### config.mk
export PLATFORM = sky130hd
export DESIGN_NAME = axi_id_remap_chan
export DESIGN_NICKNAME = d
export VERILOG_FILES = /design/src/rtl/axi_id_remap_pkg.sv /design/src/rtl/axi_id_remap_table.sv /design/src/rtl/axi_id_remap_chan.sv
export SDC_FILE = /design/constraint.sdc
export NUM_CORES = 1
export LEC_CHECK = 0
export CAP_MARGIN = 20
export CORE_AREA = 8 8 464 466
export DETAILED_ROUTE_END_ITERATION = 12
export DIE_AREA = 0 0 472 474
export HOLD_SLACK_MARGIN = 0.1
export SYNTH_ARGS = -nofsm -noshare
export SYNTH_HDL_FRONTEND = slang
export SYNTH_SLANG_ARGS = --single-unit
### constraint.sdc
create_clock -name clk -period 4.2 [get_ports clk]
set_input_delay 0.84 -clock clk [delete_from_list [all_inputs] [get_ports clk]]
set_output_delay 0.84 -clock clk [all_outputs]
set_load 0.01 [all_outputs]
### src/rtl/axi_id_remap_pkg.sv
// Shared types and helpers for the AXI ID remapper.
// The optional stats outputs are enabled by defining ID_REMAP_STATS_EN.
package axi_id_remap_pkg;

    localparam int DEF_WIDE_ID_W = 16;
    localparam int DEF_CNT_W     = 4;
    localparam int MAX_SLOTS     = 64;
    localparam int UNMAPPED_ID   = 0;

    typedef struct packed {
        logic                     valid;
        logic [DEF_WIDE_ID_W-1:0] wide_id;
        logic [DEF_CNT_W-1:0]     cnt;
    } slot_t;

    // Returns the lowest set index of free, or -1 when none is set.
    function automatic int lowest_free(input logic [MAX_SLOTS-1:0] free);
        int idx;
        idx = -1;
        for (int i = MAX_SLOTS - 1; i >= 0; i--) begin
            if (free[i]) idx = i;
        end
        return idx;
    endfunction

endpackage

### src/rtl/axi_id_remap_table.sv
// Remap table: slot state, wide-ID CAM lookup, free-slot allocation
// and outstanding-count bookkeeping.
module axi_id_remap_table
    import axi_id_remap_pkg::*;
#(
    parameter int WIDE_ID_W   = 16,
    parameter int NARROW_ID_W = 6,
    parameter int N_SLOTS     = 8,
    parameter int CNT_W       = 4,
    parameter int ACT_W       = $clog2(N_SLOTS + 1)
) (
    input  logic                   clk,
    input  logic                   reset,
    input  logic [WIDE_ID_W-1:0]   req_id,
    input  logic                   req_fire,
    output logic                   can_map,
    output logic [NARROW_ID_W-1:0] req_slot,
    input  logic [NARROW_ID_W-1:0] rsp_id,
    input  logic                   rsp_done,
    output logic                   rsp_mapped,
    output logic [WIDE_ID_W-1:0]   rsp_wide_id,
    output logic [ACT_W-1:0]       active_slots
);

    localparam logic [CNT_W-1:0] CNT_MAX = '1;

    typedef struct packed {
        logic                 valid;
        logic [WIDE_ID_W-1:0] wide_id;
        logic [CNT_W-1:0]     cnt;
    } entry_t;

    entry_t tbl_q [N_SLOTS];

    logic                   hit;
    logic                   hit_full;
    logic                   free_any;
    logic [NARROW_ID_W-1:0] hit_idx;
    logic [NARROW_ID_W-1:0] free_idx;
    logic [MAX_SLOTS-1:0]   free_mask;
    int                     free_pos;
    logic [N_SLOTS-1:0]     inc;
    logic [N_SLOTS-1:0]     dec;

    // A full hit must stall: using another slot would break same-ID order.
    always_comb begin
        hit       = 1'b0;
        hit_full  = 1'b0;
        hit_idx   = '0;
        free_mask = '0;
        for (int i = 0; i < N_SLOTS; i++) begin
            free_mask[i] = !tbl_q[i].valid;
            if (tbl_q[i].valid && tbl_q[i].wide_id == req_id) begin
                hit      = 1'b1;
                hit_full = tbl_q[i].cnt == CNT_MAX;
                hit_idx  = NARROW_ID_W'(i);
            end
        end
        free_pos = lowest_free(free_mask);
        free_any = free_pos >= 0;
        free_idx = NARROW_ID_W'(free_pos);
        unique case (1'b1)
            hit: begin
                can_map  = !hit_full;
                req_slot = hit_idx;
            end
            default: begin
                can_map  = free_any;
                req_slot = free_idx;
            end
        endcase
    end

    always_comb begin
        rsp_mapped  = 1'b0;
        rsp_wide_id = '0;
        for (int i = 0; i < N_SLOTS; i++) begin
            if (rsp_id == NARROW_ID_W'(i) && tbl_q[i].valid) begin
                rsp_mapped  = 1'b1;
                rsp_wide_id = tbl_q[i].wide_id;
            end
        end
    end

    always_comb begin
        active_slots = '0;
        for (int i = 0; i < N_SLOTS; i++) begin
            active_slots += ACT_W'(tbl_q[i].valid);
        end
    end

    always_comb begin
        for (int i = 0; i < N_SLOTS; i++) begin
            inc[i] = req_fire && req_slot == NARROW_ID_W'(i);
            dec[i] = rsp_done && rsp_id == NARROW_ID_W'(i);
        end
    end

    // inc and dec together leave the slot untouched (cnt - 1 + 1).
    always_ff @(posedge clk) begin
        if (reset) begin
            for (int i = 0; i < N_SLOTS; i++) tbl_q[i] <= '0;
        end else begin
            for (int i = 0; i < N_SLOTS; i++) begin
                unique case ({inc[i], dec[i]})
                    2'b10: begin
                        if (tbl_q[i].valid) begin
                            tbl_q[i].cnt <= tbl_q[i].cnt + 1'b1;
                        end else begin
                            tbl_q[i].valid   <= 1'b1;
                            tbl_q[i].wide_id <= req_id;
                            tbl_q[i].cnt     <= CNT_W'(1);
                        end
                    end
                    2'b01: begin
                        tbl_q[i].cnt <= tbl_q[i].cnt - 1'b1;
                        if (tbl_q[i].cnt == CNT_W'(1)) tbl_q[i].valid <= 1'b0;
                    end
                    default: ;
                endcase
            end
        end
    end

endmodule

### src/rtl/axi_id_remap_chan.sv
// Lossless AXI4 ID narrowing for one request/response channel pair.
// Define ID_REMAP_STATS_EN to add the stall_cycles/peak_active outputs.
module axi_id_remap_chan
    import axi_id_remap_pkg::*;
#(
    parameter int WIDE_ID_W   = 16,
    parameter int NARROW_ID_W = 6,
    parameter int N_SLOTS     = 8,
    parameter int CNT_W       = 4,
    parameter int REQ_W       = 64,
    parameter int RSP_W       = 514
) (
    input  logic                   clk,
    input  logic                   reset,
    input  logic                   s_req_valid,
    output logic                   s_req_ready,
    input  logic [WIDE_ID_W-1:0]   s_req_id,
    input  logic [REQ_W-1:0]       s_req_payload,
    output logic                   m_req_valid,
    input  logic                   m_req_ready,
    output logic [NARROW_ID_W-1:0] m_req_id,
    output logic [REQ_W-1:0]       m_req_payload,
    input  logic                   m_rsp_valid,
    output logic                   m_rsp_ready,
    input  logic [NARROW_ID_W-1:0] m_rsp_id,
    input  logic                   m_rsp_last,
    input  logic [RSP_W-1:0]       m_rsp_payload,
    output logic                   s_rsp_valid,
    input  logic                   s_rsp_ready,
    output logic [WIDE_ID_W-1:0]   s_rsp_id,
    output logic                   s_rsp_last,
    output logic [RSP_W-1:0]       s_rsp_payload,
    output logic [$clog2(N_SLOTS+1)-1:0] active_slots,
`ifdef ID_REMAP_STATS_EN
    output logic [31:0]            stall_cycles,
    output logic [$clog2(N_SLOTS+1)-1:0] peak_active,
`endif
    output logic                   err_unmapped
);

    logic                   can_map;
    logic                   out_free;
    logic                   req_fire;
    logic                   rsp_fire;
    logic                   rsp_mapped;
    logic [NARROW_ID_W-1:0] req_slot;
    logic [WIDE_ID_W-1:0]   rsp_wide_id;

    assign out_free    = !m_req_valid || m_req_ready;
    assign s_req_ready = out_free && can_map;
    assign req_fire    = s_req_valid && s_req_ready;

    assign s_rsp_valid   = m_rsp_valid;
    assign m_rsp_ready   = s_rsp_ready;
    assign s_rsp_last    = m_rsp_last;
    assign s_rsp_payload = m_rsp_payload;
    assign rsp_fire      = m_rsp_valid && s_rsp_ready;
    assign s_rsp_id      = rsp_mapped ? rsp_wide_id
                                      : WIDE_ID_W'(UNMAPPED_ID);

    axi_id_remap_table #(
        .WIDE_ID_W  (WIDE_ID_W),
        .NARROW_ID_W(NARROW_ID_W),
        .N_SLOTS    (N_SLOTS),
        .CNT_W      (CNT_W)
    ) u_table (
        .clk         (clk),
        .reset       (reset),
        .req_id      (s_req_id),
        .req_fire    (req_fire),
        .can_map     (can_map),
        .req_slot    (req_slot),
        .rsp_id      (m_rsp_id),
        .rsp_done    (rsp_fire && m_rsp_last && rsp_mapped),
        .rsp_mapped  (rsp_mapped),
        .rsp_wide_id (rsp_wide_id),
        .active_slots(active_slots)
    );

    always_ff @(posedge clk) begin
        if (reset) begin
            m_req_valid   <= 1'b0;
            m_req_id      <= '0;
            m_req_payload <= '0;
        end else if (req_fire) begin
            m_req_valid   <= 1'b1;
            m_req_id      <= req_slot;
            m_req_payload <= s_req_payload;
        end else if (m_req_ready) begin
            m_req_valid   <= 1'b0;
        end
    end

    always_ff @(posedge clk) begin
        if (reset) begin
            err_unmapped <= 1'b0;
        end else if (rsp_fire && !rsp_mapped) begin
            err_unmapped <= 1'b1;
        end
    end

`ifdef ID_REMAP_STATS_EN
    // Only mapping stalls count; plain downstream backpressure does not.
    always_ff @(posedge clk) begin
        if (reset) begin
            stall_cycles <= '0;
            peak_active  <= '0;
        end else begin
            if (s_req_valid && !s_req_ready && out_free
                && stall_cycles != '1) begin
                stall_cycles <= stall_cycles + 32'd1;
            end
            if (active_slots > peak_active) peak_active <= active_slots;
        end
    end
`endif

endmodule

Word-level counts from Yosys, hierarchy flattened
Memories as Yosys holds them, arrays and structs flattened.
Cells that the tools add are included.
Storage, ports and cells
  register bits: 72
  bits in writable memories: 168
  input port bits: 607
  output and inout bits: 610
  memories: 1
Memory list
  u_table.tbl_q: depth 8, bits a word 21, rd ports 8, clocked after Yosys merged registers in 0, write ports 8, line axi_id_remap_table.sv:33  | entry_t tbl_q [N_SLOTS];
Operators by class
  add/sub/neg operators: 23
  $lt $le $gt $ge: 1
  equality and inequality tests: 54
  muxes and demuxes: 222
  bitwise operators: 48
  reductions and logical operators: 45
Operators by type and width (number)
  2-to-1 mux 16 bit: 17
  2-to-1 mux 32 bit: 8
  2-to-1 mux 1 bit: 166
  == test 16 bit: 8
  2-to-1 mux 4 bit: 24
  == test 6 x 3 -> 1 bit (second input constant): 8
  OR 1 bit: 48
  logical AND 1 bit: 38
  adder 4 x 1 -> 4 bit (second input constant): 8
  == test 4 x 1 -> 1 bit (second input constant): 8
  == test 4 bit (second input constant): 8
  >= comparator 32 x 1 -> 1 bit (second input constant): 1
  subtractor 4 x 1 -> 4 bit (second input constant): 8
  adder 4 x 1 -> 4 bit: 6
  == test 6 x 2 -> 1 bit (second input constant): 4
  == test 2 x 1 -> 1 bit (second input constant): 8
  == test 2 bit (second input constant): 8
  == test 6 x 1 -> 1 bit (second input constant): 2
  zero test 6 bit: 2
  2-to-1 mux 3 bit: 4
  2-to-1 mux 6 bit: 1
  2-to-1 mux 2 bit: 2
  zero test 1 bit: 3
  adder 1 x 1 -> 2 bit: 1
  other kinds (2): 2

Logic depth before layout (Yosys ltp)
Gate-level depths: netlist of the first run.
An unclocked memory read counts as a cell.
  depth after elaboration: 23
  depth in mapped cells: 14

Modules after synthesis
From an unflattened synthesis of the first run, not the netlist that was laid out.
Second synthesis, totals
  cells, all modules: 1942
  area, all modules: 18335.1 µm²
Modules (own cells, without submodules)
  axi_id_remap_table: instances 1, cells each 1094, area an instance 11041.8 µm², seq. area each 5044.8 µm²
  axi_id_remap_chan: instances 1, cells each 848, area an instance 7293.2 µm², seq. area each 1441.4 µm²

Least setup slack after synthesis of the first run
OpenSTA, ideal clock, no wires.
  kind: input-to-reg
  from: in s_req_id[1]
  to: mem u_table.tbl_q[1][10] (netlist name) (enable)
  data arrival time: 3.986 ns
  slack: -0.158 ns
  stages: 14
  cells stage by stage: buf_2 xnor2_1 nand4_1 or4_1 or3_1 buf_2 nand4_4 o311ai_2 nor3_4 nand2_2 or3_1 buf_2 buf_6 nand2_1
RTL lines
  start: declaration: line axi_id_remap_chan.sv:17  | input logic [WIDE_ID_W-1:0] s_req_id,
  end: declaration: line axi_id_remap_table.sv:33

Worst setup path after layout of the first run
  from: in s_req_id[3]
  to: out s_req_ready
Between the ends
  word-level cells in the longest chain between the ends: 13
RTL lines
  == test 16 bit: line axi_id_remap_table.sv:53  | if (tbl_q[i].valid && tbl_q[i].wide_id == req_id) begin
  logical AND 1 bit: line axi_id_remap_table.sv:53
  2-to-1 mux 1 bit (8 in series): line axi_id_remap_table.sv:53
  zero test 1 bit: line axi_id_remap_table.sv:64  | can_map = !hit_full;
  2-to-1 mux 1 bit (*): line axi_id_remap_table.sv:62  | unique case (1'b1)
  logical AND 1 bit (*): line axi_id_remap_chan.sv:50  | assign s_req_ready = out_free && can_map;
  end: declaration: line axi_id_remap_chan.sv:16  | output logic s_req_ready,
Every way passes the cells marked *; elsewhere a longest branch is shown, timed or not.

==> key figures, run 1 <==
Status
  – Status: finished, violations left
  – Failing checks: setup timing

Synthesis
  – Synth Warn #: 0
  – Synth Flop Type: edfxtp_1
  – Post-synthesis sequential element count: 238
  – Top-count cell post-synth: buf_4
  – Post-synth top cells: 521 x buf_4, 188 x nor2_1, 168 x edfxtp_1
  – Async set-reset flop share out of synthesis: 0%
  – Avg Cell Area, Syn: 9.544 sq um
  – Top cells by area, synth: edfxtp_1 30%, buf_4 23%, dfxtp_1 8.3%
  – Area leader, netlist: edfxtp_1
  – Post-synth EDFFs: 168
  – Share of the synthesized area in the top cell type: 29.78%
  – Synth Instances: 1,775
  – Seq/Total Area, Yosys: 38.05%
  – Mapped Area: 0.01694 sq mm
  – Yosys cell types: 89
  – Post-Syn Nets: 2,413

Die
  – Io pins: 1,217
  – Initial Util: 8.140%
  – FP Rows: 168
  – Die height: 474 um
  – Total core area: 0.2081 sq mm
  – Die width: 472 um
  – DIE AREA: 0.2237 sq mm

Global route
  – First-pass GRT wire length: 191.2 mm
  – Vias in the first global route: 12,440
  – Total gr overflow: 0
  – Initial antenna violation count: 5
  – Largest net degree at the start of global routing: 71
  – Met2 Track Usage GR: 24.52%
  – Met3 Use GR: 20.86%
  – Met1 Usage GRT: 6.525%
  – Total track usage: 13.79%
  – Global route hottest layer: met2

Timing
  – Worst slew pin tran: 0.8692 ns
  – Clock Skew: 0.02858 ns
  – Count of final setup violators: 3
  – Post-route worst setup slack: -0.2791 ns
  – Crit share post-route: 106.6%
  – Hold Fails Final Rpt: 0
  – Post-layout min period: 4.479 ns
  – RSZ-0062 raised after global routing: true
  – Max_slew headroom: 42.05%
  – Fmax: 223.3 MHz
  – Slew Viols, Final: 0
  – Fin Setup TNS: -0.5416 ns

Worst setup path
  – Crit path cell chain: clkdlybuf4s50_1 -> buf_12 -> xor2_1 -> nor4_1 -> nand2_1 -> nor4_4 -> a2111oi_2 -> buf_4 -> a221o_1 -> o311a_1 -> buf_12 -> buf_4
  – Slowest stage cell on the critical path: clkdlybuf4s50_1
  – CP bufs+invs: 5
  – Worst-path maximum fanout: 8
  – CP Capture Type: output pin
  – Startpoint Class: input port
  – Slowest Stage Delay on Critical Path: 0.45 ns
  – Req. time, crit path: 3.36 ns
  – Crit Path Class: input port to output pin
  – Crit path max-delay family: buffers and inverters
  – CP arrival: 3.64 ns

Placed design
  – Port bufs: 188
  – Placed Cells: 4,292
  – Post-DP HPWL: 150.0 mm
  – GPL Wtd Cong: 0.9748
  – Dpl cell area: 0.01992 sq mm

Clock network
  – Sink Count: 238
  – Cts bufs inserted: 27
  – CTS Hold Bufs: 0
  – Maximum root-to-sink buffer count: 3
  – Htree depth: 1
  – Clock transition at path regs: 0.06 ns
  – Clock tree from TritonCTS: done
  – Worst-skew pair later-pin latency: 0.61 ns
  – Clk root buf: clkbuf_16

Detailed routing
  – Final WL: 164.7 mm
  – DRC violations left: 0
  – Vias: 12,620
  – DR pass1 iterations: 6
  – Vias/cell: 2.896
  – Post-detailed-route count of antenna-violating nets: 0
  – Drt wl/cell: 37.80 um
  – Iter 0 DRT Violations: 1,281

Pwr
  – Leakage dissipation: 0.007613 uW
  – Pwr Total: 6412 uW
  – VDD IR-drop max: 0.2798 mV
  – Pwr/cell area: 300.0 mW/mm^2

Cells and area
  – Area growth from synthesis to final layout: 26.18%
  – Cell area after layout: 0.02137 sq mm
  – Layout cell share with drive strength beyond 1: 22.45%
  – Final Net Count: 2,252
  – Final Non-Filler Cells: 4,357

Worst hold path
  – HP Class: flop to flop

Job
  – Max-Cap Viols: 0
## report_power, final
| part | internal [uW] | switching [uW] |
|---|---|---|
| combinational | 522 | 581 |
| clock | 1410 | 1130 |
| sequential | 2650 | 118 |
| total | 4580 | 1830 |
## sequential cells by signal, summed over array words and instances (netlist names)
register / count
err_unmapped: 1
m_req_valid: 1
u_table.tbl_q: 168
m_req_id: 4
m_req_payload: 64
## worst paths after layout
check	start	endpoint	slack [ns]	cells after the start
worst max-delay path	s_req_id[3]	s_req_ready	-0.28	12
worst min-delay path	m_req_payload[10]	m_req_payload[10]	0.49	2
worst max register to register	u_table.tbl_q[4][13]	u_table.tbl_q[4][20]	0.14	14
worst min register to register	m_req_payload[10]	m_req_payload[10]	0.49	2
## cells in the final DEF, fill, tap and decap left out, drive strengths merged, types with 9 or more instances in the layout
cell type      Yosys  final
buf              546    220
nor2             197    197
edfxtp           168    168
clkdlybuf4s50      0    154
nand2            101    101
mux2i             81     81
xnor2             76     76
dfxtp             70     70
xor2              64     64
inv               57     61
nand3             36     36
clkbuf            47     35
a22oi             34     34
ha                27     27
nand4             23     23
nor4              22     22
a21oi             21     21
and3              19     19
a222oi            16     16
nor3              16     16
dlygate4sd2        0     15
or3               14     14
dlymetal6s2s       0     13
o21ai             13     13
a31oi              9      9
## metrics by stage
stage	setup WS (ns)	hold WS, ns	utilization [%]
6_report	-0.2791	0.4874	10.27
4_1_cts	-0.3021	0.4961	10.10
3_5_place_dp	-0.9051	0.4838	9.571
3_3_place_gp	-0.8762	0.4713	9.571
2_1_floorplan	0.02030	0.5050	-
5_1_grt	-0.3476	0.5188	10.27
## kinds of logic after synthesis
kind of cell	synth area share, %
AO/OA/AOI/OAI	7.371
XOR/XNOR	7.238
adder cells (fa/ha/maj)	2.467
buffers and inverters	26.35
flip-flops	38.05
multiplexers	5.052
AND/OR/NAND/NOR	13.47
## worst reg2reg max path, delay by kind of cell (launching register included)
kind | cells | cell delay [ns]
and+or+nand+nor | 6 | 1.84
AOI/OAI and AO/OA | 3 | 0.68
buffers and inverters | 4 | 0.56
DFF | 1 | 0.48
xor gates and xnor gates | 1 | 0.23
## area by class of cell
cell class	count	area (sq um)
tap	2720	3403
timing repair buffer	403	3959
clock inverter	16	180.2
fill	23930	186700
clock buffer	34	744.5
sequential	238	6446
antenna	2	5.005
multi-input combinational	887	6422
inverter	57	214.0
## metal layers
layer,wire length [um],up-vias
li1,-,5229
met3,53990,135
met1,26010,5738
met4,2649,12
met5,644,-
met2,81390,1502
## what timing repair did
action	in CTS	in global routing
gates resized for setup	57	51
hold endpoints to repair	0	0
setup buffers	3	9
cloned	0	1
setup endpoints to repair	248	153
pin swaps	16	25
Power figures use the tool's default switching activity.
==> inputs of run 2 (changes only) <==
--- a/config.mk
+++ b/config.mk
@@ -10,6 +10,7 @@
 export DETAILED_ROUTE_END_ITERATION = 12
 export DIE_AREA = 0 0 472 474
 export HOLD_SLACK_MARGIN = 0.1
+export REMOVE_ABC_BUFFERS = 1
 export SYNTH_ARGS = -nofsm -noshare
 export SYNTH_HDL_FRONTEND = slang
 export SYNTH_SLANG_ARGS = --single-unit
==> key figures, run 2 (same netlist as run 1, synthesis figures left out) <==
Status
  – Status: finished, violations left
  – Failing checks: setup timing

Pwr
  – Combinational power share: 16.0% (-1.2 points)
  – Psw: 2080 uW (+14%)
  – Internal power: 5023 uW (+9.6%)
  – Clock network power share: 45.1% (+5.5 points)
  – Flop pwr share: 39.0% (-4.2 points)
  – Net Sw Frac: 29.28% (+0.74 points)
  – Pwr/cell area: 322.9 mW/mm^2 (+7.6%)
  – Pwr Total: 7104 uW (+11%)
  – Leakage dissipation: 0.007791 uW (+2.3%)
  – VDD IR-drop max: 0.2632 mV (-5.9%)

Timing
  – Worst slew pin tran: 0.8709 ns (+0.001659 ns)
  – Hold Fails Final Rpt: 0 (unchanged)
  – Post-layout min period: 4.332 ns (-0.1470 ns)
  – Max_slew headroom: 41.94% (-0.11 points)
  – RSZ-0062 raised after global routing: true
  – Crit share post-route: 103.1% (-3.5 points)
  – Fmax: 230.8 MHz (+3.4%)
  – Clock Skew: 0.07792 ns (+0.04934 ns)
  – Hold_ws: 0.4878 ns (+0.0003570 ns)
  – Slew Viols, Final: 0 (unchanged)
  – Count of final setup violators: 4 (+1)
  – Post-route worst setup slack: -0.1321 ns (+0.1470 ns)

Cells and area
  – Final Net Count: 2,285 (+1.5%)
  – Layout cell share with drive strength beyond 1: 25.28% (+2.8 points)
  – Most flops, register: u_table.tbl_q
  – Number of flip-flops in the largest register: 168 (unchanged)
  – Cell area after layout: 0.02200 sq mm (+2.9%)
  – Most common cell after layout, fill and taps aside: buf_4
  – Regs by FF count: u_table.tbl_q: 168 flops, m_req_payload: 64 flops, m_req_id: 4 flops
  – Area growth from synthesis to final layout: 29.86%
  – Most frequent cells in the layout: 192 x buf_4, 186 x nor2_1, 168 x edfxtp_1

Global route
  – Largest net degree at the start of global routing: 69 (-2.8%)
  – Vias in the first global route: 13,340 (+7.2%)
  – Total track usage: 30.30% (+17 points)
  – First-pass GRT wire length: 383.6 mm (+100%)
  – Initial antenna violation count: 7 (+2)
  – Total gr overflow: 0 (unchanged)

Worst setup path
  – Slowest stage cell on the critical path: fa_1
  – Startpoint Class: flop
  – Slowest Stage Delay on Critical Path: 0.51 ns (+0.06 ns)
  – CP bufs+invs: 5 (unchanged)
  – R2r setup slk: 0.31 ns (+0.17 ns)
  – Crit path max-delay family: adder cells
  – Crit path cell chain: ha_4 -> inv_2 -> fa_1 -> fa_1 -> inv_2 -> fa_2 -> inv_2 -> fa_2 -> inv_2 -> buf_6
  – CP arrival: 3.49 ns (-0.15 ns)
  – Req. time, crit path: 3.36 ns (about the same)
  – CP Capture Type: output pin
  – Most frequent CP cell: inv_2
  – Crit Path Class: flop to output pin
  – Worst-path maximum fanout: 2 (-6)

Placed design
  – Dpl cell area: 0.02021 sq mm (+1.5%)
  – GPL Wtd Cong: 1.498 (+54%)
  – Dpl ws: -1.290 ns (-0.3851 ns)
  – Port bufs: 188 (unchanged)
  – Post-DP HPWL: 338.6 mm (+130%)

Clock network
  – Sink Count: 238 (unchanged)
  – Worst-skew pair later-pin latency: 0.65 ns (+0.04 ns)
  – Clock tree from TritonCTS: done
  – Cts bufs inserted: 34 (+26%)
  – Clk root buf: clkbuf_16
  – Htree depth: 2 (+1)
  – Clock transition at path regs: 0.06 ns (about the same)
  – Maximum root-to-sink buffer count: 3 (unchanged)

Detailed routing
  – Final WL: 355.0 mm (+120%)
  – Post-detailed-route count of antenna-violating nets: 0 (unchanged)
  – Vias/cell: 3.508 (+21%)
  – Vias: 15,400 (+22%)
  – Drt wl/cell: 80.87 um (+110%)
  – Iter 0 DRT Violations: 1,819 (+42%)
  – DRC violations left: 0 (unchanged)
  – DR pass1 iterations: 7 (+1)

Die
  – Io pins: 1,217 (unchanged)
  – Initial Util: 8.140% (unchanged)
  – Die width: 472 um (unchanged)
  – Die height: 474 um (unchanged)
  – FP Rows: 168 (unchanged)
  – Total core area: 0.2081 sq mm (unchanged)
  – DIE AREA: 0.2237 sq mm (unchanged)

Worst hold path
  – HP Class: flop to flop

Job
  – Max-Cap Viols: 0 (unchanged)
run 2: power groups by stage:
stage | sequential [uW] | combinational [uW] | clock [uW]
finish | 2770 | 1140 | 3200
floorplan | 2800 | 403 | 0
detailed placement | 2810 | 1070 | 0
global placement | 2810 | 1070 | 0
CTS | 2760 | 1120 | 3260
global route | 2780 | 1200 | 3330
run 2: final timing paths:
kind,endpoint,cells after the start,start
max,active_slots[1],10,u_table.tbl_q[1][20]
min,m_req_payload[50],2,m_req_payload[50]
max reg2reg,u_table.tbl_q[6][2],14,u_table.tbl_q[4][20]
min reg2reg,m_req_payload[50],2,m_req_payload[50]
run 2: per-stage QoR:
step | TNS (ns) | utilization [%] | instances
global route | -0.7562 | 10.57 | 4390
finish | -0.3207 | 10.57 | 4390
CTS | -0.7050 | 10.46 | 4383
global placement | -358.20 | 9.712 | 4317
detailed placement | -352.83 | 9.712 | 4317
floorplan | -191.44 | - | 1182
run 2: per-layer routing:
layer	global-route usage [%]	routed length [um]	vias up
met5	26.84	7937	-
met4	37.78	57130	86
met3	43.95	107800	543
met2	44.15	145000	2659
met1	8.402	37150	6816
li1	-	-	5295
run 2: tightest hold or removal path, stage by stage, from the launching register on:
cell and delay (ns):
dfxtp_1 0.32, mux2i_1 0.06, nor2_1 0.07
run 2: what timing repair did:
action / in CTS / in global routing
resized for setup: 123 / 49
hold buffers: 0 / 0
cloned: 1 / 0
setup buffers: 8 / 6
setup endpoints to repair: 372 / 257
pin swaps: 31 / 28
run 2: cell type report:
| class | count | area, sq um |
|---|---|---|
| well taps | 2720 | 3403 |
| diodes | 1 | 2.502 |
| inverters | 57 | 214.0 |
| clock inverters | 15 | 251.5 |
| repair buffers | 429 | 4272 |
| flip-flops and latches | 238 | 6446 |
| clock buffers | 43 | 925.9 |
| multi-input cells | 887 | 6484 |
| fillers | 23900 | 186100 |
